## src/rtl/fetch_pkg.sv

```systemverilog
// Shared encodings for the fetch sequencer: FSM states, next-PC selects
// and memory address selects as seen by the fetch unit.
package fetch_pkg;

    typedef enum logic [2:0] {
        ST_RST_VEC  = 3'd0,
        ST_FETCH    = 3'd1,
        ST_DECODE   = 3'd2,
        ST_EXEC     = 3'd3,
        ST_INT_PUSH = 3'd4,
        ST_INT_VEC  = 3'd5
    } fetch_state_t;

    localparam logic [2:0] PC_SRC_PLUS1  = 3'b000;
    localparam logic [2:0] PC_SRC_PLUS2  = 3'b001;
    localparam logic [2:0] PC_SRC_BRANCH = 3'b010;
    localparam logic [2:0] PC_SRC_STACK  = 3'b011;
    localparam logic [2:0] PC_SRC_RSTVEC = 3'b100;
    localparam logic [2:0] PC_SRC_INTVEC = 3'b101;

    localparam logic [1:0] ADDR_PC   = 2'b00;
    localparam logic [1:0] ADDR_PC1  = 2'b01;
    localparam logic [1:0] ADDR_ZERO = 2'b10;
    localparam logic [1:0] ADDR_ONE  = 2'b11;

endpackage

```

## src/rtl/fetch_sequencer.sv

```systemverilog
// Fetch control FSM: reset-vector load, opcode/immediate fetch, PC update
// and interrupt entry. Sole writer of PC, IR and imm in the fetch unit.
module fetch_sequencer
    import fetch_pkg::*;
(
    input  logic       clk,
    input  logic       rst,
    input  logic       mem_ready,
    input  logic       hazard_stall,
    input  logic       dec_two_byte,
    input  logic       br_taken,
    input  logic       ret_req,
    input  logic       rti,
    input  logic       intr_req,
    output logic       pc_write,
    output logic       ir_write,
    output logic       imm_write,
    output logic       stall,
    output logic [2:0] pc_src,
    output logic [1:0] mem_addr_sel,
    output logic       push_pc,
    output logic       intr_ack,
    output logic       in_isr
);

    fetch_state_t state_q, state_d;
    logic         in_isr_q, in_isr_d;

    logic       pc_write_s, ir_write_s, imm_write_s, stall_s;
    logic       push_pc_s, intr_ack_s, mem_wait_s;
    logic [2:0] pc_src_s;
    logic [1:0] addr_sel_s;

    // State and interrupt-service flag registers
    always_ff @(posedge clk or posedge rst) begin
        if (rst) begin
            state_q  <= ST_RST_VEC;
            in_isr_q <= 1'b0;
        end else begin
            state_q  <= state_d;
            in_isr_q <= in_isr_d;
        end
    end

    // Next-state and raw output decode
    always_comb begin
        state_d     = state_q;
        in_isr_d    = in_isr_q;
        pc_write_s  = 1'b0;
        ir_write_s  = 1'b0;
        imm_write_s = 1'b0;
        push_pc_s   = 1'b0;
        intr_ack_s  = 1'b0;
        mem_wait_s  = 1'b0;
        pc_src_s    = PC_SRC_PLUS1;
        addr_sel_s  = ADDR_PC;
        case (state_q)
            ST_RST_VEC: begin
                mem_wait_s = 1'b1;
                addr_sel_s = ADDR_ZERO;
                if (mem_ready) begin
                    pc_src_s   = PC_SRC_RSTVEC;
                    pc_write_s = 1'b1;
                    state_d    = ST_FETCH;
                end else begin
                    state_d = ST_RST_VEC;
                end
            end
            ST_FETCH: begin
                mem_wait_s = 1'b1;
                // Interrupt entry leaves IR untouched so the pushed PC still
                // points at the instruction that was about to be fetched.
                if (intr_req && !in_isr_q) begin
                    state_d = ST_INT_PUSH;
                end else if (mem_ready && !hazard_stall) begin
                    ir_write_s = 1'b1;
                    state_d    = ST_DECODE;
                end else begin
                    state_d = ST_FETCH;
                end
            end
            ST_DECODE: begin
                if (dec_two_byte) begin
                    mem_wait_s = 1'b1;
                    addr_sel_s = ADDR_PC1;
                    if (mem_ready && !hazard_stall) begin
                        imm_write_s = 1'b1;
                        state_d     = ST_EXEC;
                    end else begin
                        state_d = ST_DECODE;
                    end
                end else if (!hazard_stall) begin
                    state_d = ST_EXEC;
                end else begin
                    state_d = ST_DECODE;
                end
            end
            ST_EXEC: begin
                if (!hazard_stall) begin
                    pc_write_s = 1'b1;
                    state_d    = ST_FETCH;
                    if (ret_req) begin
                        pc_src_s = PC_SRC_STACK;
                    end else if (br_taken) begin
                        pc_src_s = PC_SRC_BRANCH;
                    end else if (dec_two_byte) begin
                        pc_src_s = PC_SRC_PLUS2;
                    end else begin
                        pc_src_s = PC_SRC_PLUS1;
                    end
                    if (ret_req && rti) begin
                        in_isr_d = 1'b0;
                    end else begin
                        in_isr_d = in_isr_q;
                    end
                end else begin
                    state_d = ST_EXEC;
                end
            end
            ST_INT_PUSH: begin
                push_pc_s  = 1'b1;
                intr_ack_s = 1'b1;
                state_d    = ST_INT_VEC;
            end
            ST_INT_VEC: begin
                pc_src_s   = PC_SRC_INTVEC;
                pc_write_s = 1'b1;
                in_isr_d   = 1'b1;
                state_d    = ST_FETCH;
            end
            default: begin
                state_d = ST_RST_VEC;
            end
        endcase
        stall_s = hazard_stall | (mem_wait_s & ~mem_ready);
    end

    // Outputs are held at zero for as long as reset is asserted
    always_comb begin
        if (rst) begin
            pc_write     = 1'b0;
            ir_write     = 1'b0;
            imm_write    = 1'b0;
            stall        = 1'b0;
            pc_src       = 3'b000;
            mem_addr_sel = 2'b00;
            push_pc      = 1'b0;
            intr_ack     = 1'b0;
            in_isr       = 1'b0;
        end else begin
            pc_write     = pc_write_s;
            ir_write     = ir_write_s;
            imm_write    = imm_write_s;
            stall        = stall_s;
            pc_src       = pc_src_s;
            mem_addr_sel = addr_sel_s;
            push_pc      = push_pc_s;
            intr_ack     = intr_ack_s;
            in_isr       = in_isr_q;
        end
    end

endmodule

```

## config.mk

```make
export PLATFORM = sky130hd
export DESIGN_NAME = fetch_sequencer
export DESIGN_NICKNAME = d
export VERILOG_FILES = /design/src/rtl/fetch_pkg.sv /design/src/rtl/fetch_sequencer.sv
export SDC_FILE = /design/constraint.sdc
export NUM_CORES = 1
export LEC_CHECK = 0
export CAP_MARGIN = 15
export CELL_PAD_IN_SITES_DETAIL_PLACEMENT = 0
export CELL_PAD_IN_SITES_GLOBAL_PLACEMENT = 1
export CORE_UTILIZATION = 26
export CTS_CLUSTER_DIAMETER = 150
export DETAILED_ROUTE_END_ITERATION = 12
export PLACE_DENSITY = 0.89
export SLEW_MARGIN = 20
export SYNTH_ARGS = -nofsm -noshare
export SYNTH_HDL_FRONTEND = slang
export SYNTH_SLANG_ARGS = --single-unit
```

## constraint.sdc

```tcl
create_clock -name clk -period 4.7 [get_ports clk]
set_clock_uncertainty 0.1 [all_clocks]
set_input_delay 1.41 -clock clk [delete_from_list [all_inputs] [get_ports clk]]
set_output_delay 1.41 -clock clk [all_outputs]
set_load 0.01 [all_outputs]
```

Word-level counts from Yosys, hierarchy flattened
Index checks and enable logic that the tools add are counted.

storage, ports and cells
  flip-flop bits (word level) = 4
  bits in latches = 0
  bits in writable memories = 0
  memory bits (read-only) = 0
  bits of input ports = 9
  output and inout bits = 12
  word-level logic and storage cells = 59
  memories kept = 0

cells by class
  add/subtract/negate cells = 0
  $mul = 0
  divide/modulo/power cells = 0
  magnitude comparators = 0
  eq/ne operators = 7
  shift operators = 0
  multiplexer cells = 38
  bitwise gates (word level) = 3
  reduce and logical (&&, ||, !) cells = 9

operator list
  kind                number
  $mux 1              22
  $pmux 3 s6          1
  $mux 2              6
  $mux 3              4
  $pmux 3 s3          1
  $eq 3x2->1 const B  2
  $eq 3x3->1 const B  2
  $ne 2x2->1 const B  2
  $pmux 1 s2          2
  $pmux 2 s2          1
  $eq 3x1->1 const B  1
  $logic_and 1x1->1   3
  $logic_not 3->1     1
  $pmux 1 s3          1
  $reduce_and 3->1    1
  $logic_not 1->1     2
  $reduce_bool 2->1   1
  $reduce_or 2->1     1
  $and 1x1->1         1
  $not 1->1           1
  $or 1x1->1          1

Longest topological paths before layout
  depth after elaboration = 6
  gate-level depth with buffers = 4

Worst setup path before layout
Ideal clock, no wire load.

  kind = input -> output
  from = input rst
  to = output push_pc
  arrival time = 2.359 ns
  slack = 0.831 ns
  stages = 3
  cell sequence = clkbuf_1 nor4b_1 buf_4

between the ends
  word-level cells in the longest chain between the ends = 1

ends and longest elaborated chain
  what         line                   RTL
  from (decl)  fetch_sequencer.sv:7   input logic rst,
  $mux 1       --
  to (decl)    fetch_sequencer.sv:21  output logic push_pc,

No other way between the ends.

Worst setup path after layout
  from = input hazard_stall
  to = output pc_src[1]

between the ends
  word-level cells in the longest chain between the ends = 3

ends and longest elaborated chain
  what         line                    RTL
  from (decl)  fetch_sequencer.sv:9    input logic hazard_stall,
  $mux 2       fetch_sequencer.sv:99   if (!hazard_stall) begin
  $pmux 3 s3   fetch_sequencer.sv:57   case (state_q)
  $mux 3       fetch_sequencer.sv:140  if (rst) begin
  to (decl)    fetch_sequencer.sv:19   output logic [2:0] pc_src,

No other way between the ends.

==> impl_metrics.csv <==
group,metric,value,unit
outcome,status,"completed",
timing,final-setup-viol-count,0,
timing,relSlewSlack,73.02,%
synth,syn_area,391.6,um^2
synth,synthesis.nets,63,
detailed_routing,ant_nets,0,
timing,rsz0062_at_grt,"false",
placed_design,gp_congestion,0.8472,
pwr,p_int,153.2,uW
floorplan,rows,13,
setup_path,startpoint,"hazard_stall",
setup_path,r2r_start,"state_q[1]",
cts,cts_max_path_buffers,2,
pwr,netSwitchingFraction,40.36,%
cts,clock-sinks,4,
synth,postSynthAreaPerCell,7.252,um^2
floorplan,core,1350,um^2
setup_path,r2r-end,"in_isr_q",
timing,finalHoldViolCount,0,
synth,yosysTopAreaCell,"dfrtp_1",
detailed_routing,totalWireLength,1.034,mm
setup_path,startpoint_type,"input pin",
grt,gr-usage-all-layers,15.75,%
worst_hold_path,hp-class,"reg -> reg",
floorplan,die_w,40.81,um
floorplan,dieArea,1665,um^2
setup_path,worstPathRequired,3190,ps
synth,ys_seq_elements,4,
setup_path,critical_path.max_fanout,3,
synth,ys_warn_count,0,
detailed_routing,drc,0,
floorplan,ioPinCount,21,
synth,synth_cell_types,25,
pwr,total_power,256.9,uW
setup_path,r2r_cells,3,
finish,synthToLayoutAreaGrowth,65.18,%
run,max-cap-violations,0,
cts,cts_tree,"built",
floorplan,initial_utilization,29.01,%
cts,numCtsBuffers,3,
finish,multiInputGateArea,260.3,um^2
cts,cts_max_level,1,
timing,setup_tns,0,ps
pwr,power_density,397.1,nW/um^2
grt,antenna_found_initial,0,
detailed_routing,drt-pass1-iter-count,2,
pwr,p_sw,103.7,uW
cts,clock_latency,220,ps
synth,synth_top_area_share,25.56,%
timing,fmax,0.2168,GHz
finish,register_area,100.1,um^2
cts,cts-root-buf,"clkbuf_4",
finish,fillers,142,
timing,report.final.slew_viol_count,0,
grt,grt_pass1_vias,409,
timing,worst_slew_pin_slew,404.6,ps
grt,top_usage_layer,"met2",
setup_path,criticalPathCategory,"in -> out",
detailed_routing,routed-via-count,448,
synth,synth_sequential_area_ratio,25.56,%
placed_design,place_hpwl,821.6,um
detailed_routing,vias_per_cell,4.870,
synth,synth.area.top_cells,"dfrtp_1 26%, a21oi_1 8.9%, nor2b_1 6.4%, o21ai_0 5.1%, nor4b_1 4.5%",
finish,drive_gt1_share,15.58,%
setup_path,crit_end,"pc_src[1]",
grt,grtUsageMet2,25.39,%
grt,grt_pass1_wl,1.766,mm
pwr,ir_drop,0.2774,mV
grt,grt_overflow_total,0,
timing,finalCritPeriodShare,98.13,%
pwr,pwr-share-comb,52.9,%
grt,use_met3,2.717,%
timing,timing.final.crit_period,4612,ps
cts,post_cts_buffers,0,
finish,fin_nets,88,
finish,antenna_cells,0,
setup_path,crit_arrival,3100,ps
grt,grt_use_met1,20.66,%
setup_path,crit_path_end_kind,"output port",
floorplan,chipHeight,40.81,um
pwr,leakagePower,0.0002447,uW
pwr,seq_power_share,31.5,%
synth,netlist_instances,54,
grt,grt_max_degree,15,
detailed_routing,drt-wirelength-per-cell,11.24,um
detailed_routing,drt-initial-drc-count,3,
cts,cts.clk_slew.worst_paths,40,ps
pwr,clkPwrFrac,15.6,%
placed_design,portBuffers,20,
setup_path,r2r_slack,3080,ps
==> state kept, by name, summed over array words and instances (netlist names) <==
signal,count
in_isr_q,1
state_q,3
==> stage by stage <==
| step | hold slack [ps] | instances | setup WS (ps) | cell area (um^2) | util, % |
|---|---|---|---|---|---|
| 6_report | 548.6 | 92 | 87.76 | 646.9 | 47.91 |
| 5_1_grt | 578.4 | 92 | 8.619 | 646.9 | 47.91 |
| 4_1_cts | 548.2 | 92 | 78.87 | 640.6 | 47.45 |
| 3_5_place_dp | 545.2 | 89 | 92.04 | 618.1 | 45.78 |
| 3_3_place_gp | 539.4 | 89 | 93.19 | 618.1 | 45.78 |
| 2_1_floorplan | 425.7 | 54 | 830.9 | 391.6 | - |
==> synth_stat cells <==
library cell / number
inv_1: 2
a21oi_1: 7
nor3_1: 2
and2b_1: 1
nor2b_1: 4
o21ai_0: 4
or3_1: 1
nand3_1: 1
nor3_2: 1
buf_4: 2
nand2b_1: 2
nor4b_1: 2
o21ba_1: 1
nand3b_1: 1
dfrtp_1: 4
a211oi_1: 1
nor4_1: 1
nor3b_1: 2
or4_4: 1
inv_2: 2
and2_1: 2
nor2_1: 3
clkbuf_1: 2
o311ai_0: 1
nand2_1: 4
==> cells in the final DEF, fill, tap and decap left out, types with 3 or more instances in the layout <==
master           instances
o21ai_0                  4
clkdlybuf4s50_1         20
nor2_1                   3
clkbuf_4                 3
dfrtp_1                  4
a21oi_1                  7
nor2b_1                  4
nand2_1                  4
buf_4                    4
==> critical path: stages <==
cell	delay (ps)
clkdlybuf4s50_1	460
or4_4	520
nor3_2	160
clkdlybuf4s50_1	550
==> power by group through the flow <==
stage          registers, uW  logic [uW]  clock network [uW]
6_report                80.9         136                40.1
4_1_cts                 79.2         137                41.8
2_1_floorplan           61.3        97.6                   0
5_1_grt                 84.5         153                45.4
3_5_place_dp            79.9         136                   0
3_3_place_gp            79.2         135                   0
==> metal layers <==
layer	vias to the layer above	part of all wire [%]
met5	-	0
met4	0	0
met3	0	5.6
met2	13	49
met1	198	45
li1	237	-
==> area by class of cell <==
| class | count | area share (%) |
|---|---|---|
| multi-input cells | 42 | 40.23 |
| repair buffers | 24 | 35.59 |
| well taps | 15 | 2.901 |
| inverters | 4 | 2.321 |
| clock buffers | 3 | 3.482 |
| flip-flops and latches | 4 | 15.47 |
==> worst min-delay path by stage <==
stage,endpoint,cells past startpoint,slack [ps],from
3_5_place_dp,state_q[2],1,550,state_q[1]
5_1_grt,state_q[2],1,580,state_q[1]
4_1_cts,state_q[2],1,550,state_q[1]
3_3_place_gp,state_q[2],1,540,state_q[1]
6_report,state_q[2],1,550,state_q[1]
2_1_floorplan,state_q[2],2,430,state_q[1]
==> cell families (layout without fill, tap and decap cells) <==
| group | after synthesis | after routing | synth area share (%) |
|---|---|---|---|
| flip-flops | 4 | 4 | 25.56 |
| AO/OA/AOI/OAI | 14 | 14 | 20.77 |
| buffers and inverters | 8 | 31 | 9.586 |
| AND/OR/NAND/NOR | 28 | 28 | 44.09 |
==> timing repair <==
action	in CTS	in global routing
resized for setup	0	1
hold buffers	0	0
setup endpoints to repair	0	1
Note: power is estimated with default switching activity, not from simulation.
==> patch (config.mk and constraints unchanged) <==
Register the output `intr_ack`, with the module's reset; this adds one clock of latency there. The other outputs are not delayed to match.
--- a/src/rtl/fetch_sequencer.sv
+++ b/src/rtl/fetch_sequencer.sv
@@ -24,2 +24,4 @@
 );
+
+    logic intr_ack_d;
 
@@ -147,3 +149,3 @@
             push_pc      = 1'b0;
-            intr_ack     = 1'b0;
+            intr_ack_d   = 1'b0;
             in_isr       = 1'b0;
@@ -157,4 +159,12 @@
             push_pc      = push_pc_s;
-            intr_ack     = intr_ack_s;
+            intr_ack_d   = intr_ack_s;
             in_isr       = in_isr_q;
+        end
+    end
+
+    always_ff @(posedge clk or posedge rst) begin
+        if (rst) begin
+            intr_ack <= '0;
+        end else begin
+            intr_ack <= intr_ack_d;
         end
Behaviour: not the same (Yosys sat finds a counterexample within 4 cycles, from zero or initial values and one cycle with rst high).
==> patch against the original RTL <==
- the run now ends with design-rule violations left
- sequential cell count rose by 1
- setup slack improved by 0.046 ns
- non-clock buffer count down 2
- synthesized cell count is 3.7% higher
- sequential power shrank 4.0%
- wire length rose by 5.0%
- total power fell by 11%
- die area grew 7.0%
- design area rose by 2.3%
- area after synthesis rose by 7.3%
- maximum frequency grew 1.0%
- critical path type unchanged
==> patch: results (changes against the original RTL) <==
outcome=complete, but fails checks; failing checks=design-rule violations; First DRT Iteration DRCs=31 (+28); met2 GRT Util=19.1% (-6.3 points); Tot GR Track Use=13.9% (-1.8 points); Mapped Nets=65 (+3.2%); Worst-path clk slew=0.04 ns (about the same); worst-path fanout max=6 (+3); Place WS=0.0989 ns (+0.00689 ns); register area share after synthesis=29.8% (+4.2 points); Post-synth top cells=a21oi_1, dfrtp_1, nor2b_1; leak pwr=0.247 nW (+0.79%); # DRC=1 (+1); vias per cell=4.98 (+2.2%); reg2reg start=state_q[0]; layout cells sized above 1=10.3% (-5.3 points); Peak VDD IR=177 uV (-36%); net switching power figure=0.0000913 W (-12%); GR Layer Usage met3=3.02% (+0.30 points); worst slew pin tran=0.448 ns (+0.0434 ns); vias in the first global route=428 (+4.6%); RD Place Congestion=0.771 (-9.0%); pin count of the biggest net entering global routing=16 (+1); worst-skew pair later-pin latency=0.25 ns (+0.03 ns); Critical Path AT=3.06 ns (-0.04 ns); first-pass GRT wire length=1870 um (+5.8%); global routing met1 resource utilization=20.1% (-0.60 points); DR WL/cell=11.6 um (+2.8%); number of I/O port buffers=20 (unchanged); min-delay src=in_isr_q; Largest regs=state_q: 3 flops, in_isr_q: 1 flops, intr_ack: 1 flops; drt pass-1 iters=8 (+6); synth top area cells=dfrtp_1, a21oi_1, nor2b_1, nand2b_1, nor3_1
## patch: final timing paths
| check | end | slack, ns | depth (start not counted) |
|---|---|---|---|
| worst max-delay path | pc_src[0] | 0.13 | 5 |
| worst min-delay path | in_isr_q | 0.44 | 2 |
| worst max register to register | state_q[0] | 3.24 | 3 |
| worst min register to register | in_isr_q | 0.44 | 2 |
| max in group asynchronous | in_isr_q | 2.90 | 2 |
| min in group asynchronous | intr_ack | 1.43 | 2 |
## patch: power by group through the flow
stage | registers, W | logic (W) | clock network, W
finish | 0.0000777 | 0.000101 | 0.0000507
global route | 0.0000808 | 0.000112 | 0.0000563
CTS | 0.0000777 | 0.000100 | 0.0000520
detailed placement | 0.0000783 | 0.0000999 | 0
global placement | 0.0000789 | 0.0000994 | 0
floorplan | 0.0000578 | 0.0000863 | 0
## patch: routing by layer
layer	wire length, um	share of wire [%]
met1	498	46
met2	492	45
met3	87	8.0
met4	8	0.74
met5	0	0
## patch: stage by stage
step	area, um^2	cells
2_1_floorplan	420	56
3_3_place_gp	631	90
3_5_place_dp	631	90
4_1_cts	657	94
5_1_grt	662	94
6_report	662	94
## patch: logic make-up after synthesis
group / Yosys count / synth area share [%]
buf+inv: 8 / 9.52
simple gates: 28 / 40.5
flops: 5 / 29.8
compound gates: 15 / 20.2
## patch: layout make-up
class                           count  area, um^2
Fill cell                         154         845
Multi-Input combinational cell     43         260
Timing Repair Buffer               22         215
Sequential cell                     5         125
Clock buffer                        4        26.3
Tap cell                           16        20.0
Inverter                            4        15.0
## patch: worst max-delay path: stages
cell and delay (ns):
clkdlybuf4s50_1 0.51, nor3b_1 0.22, o21ai_1 0.11, a211oi_2 0.24, clkdlybuf4s50_1 0.56
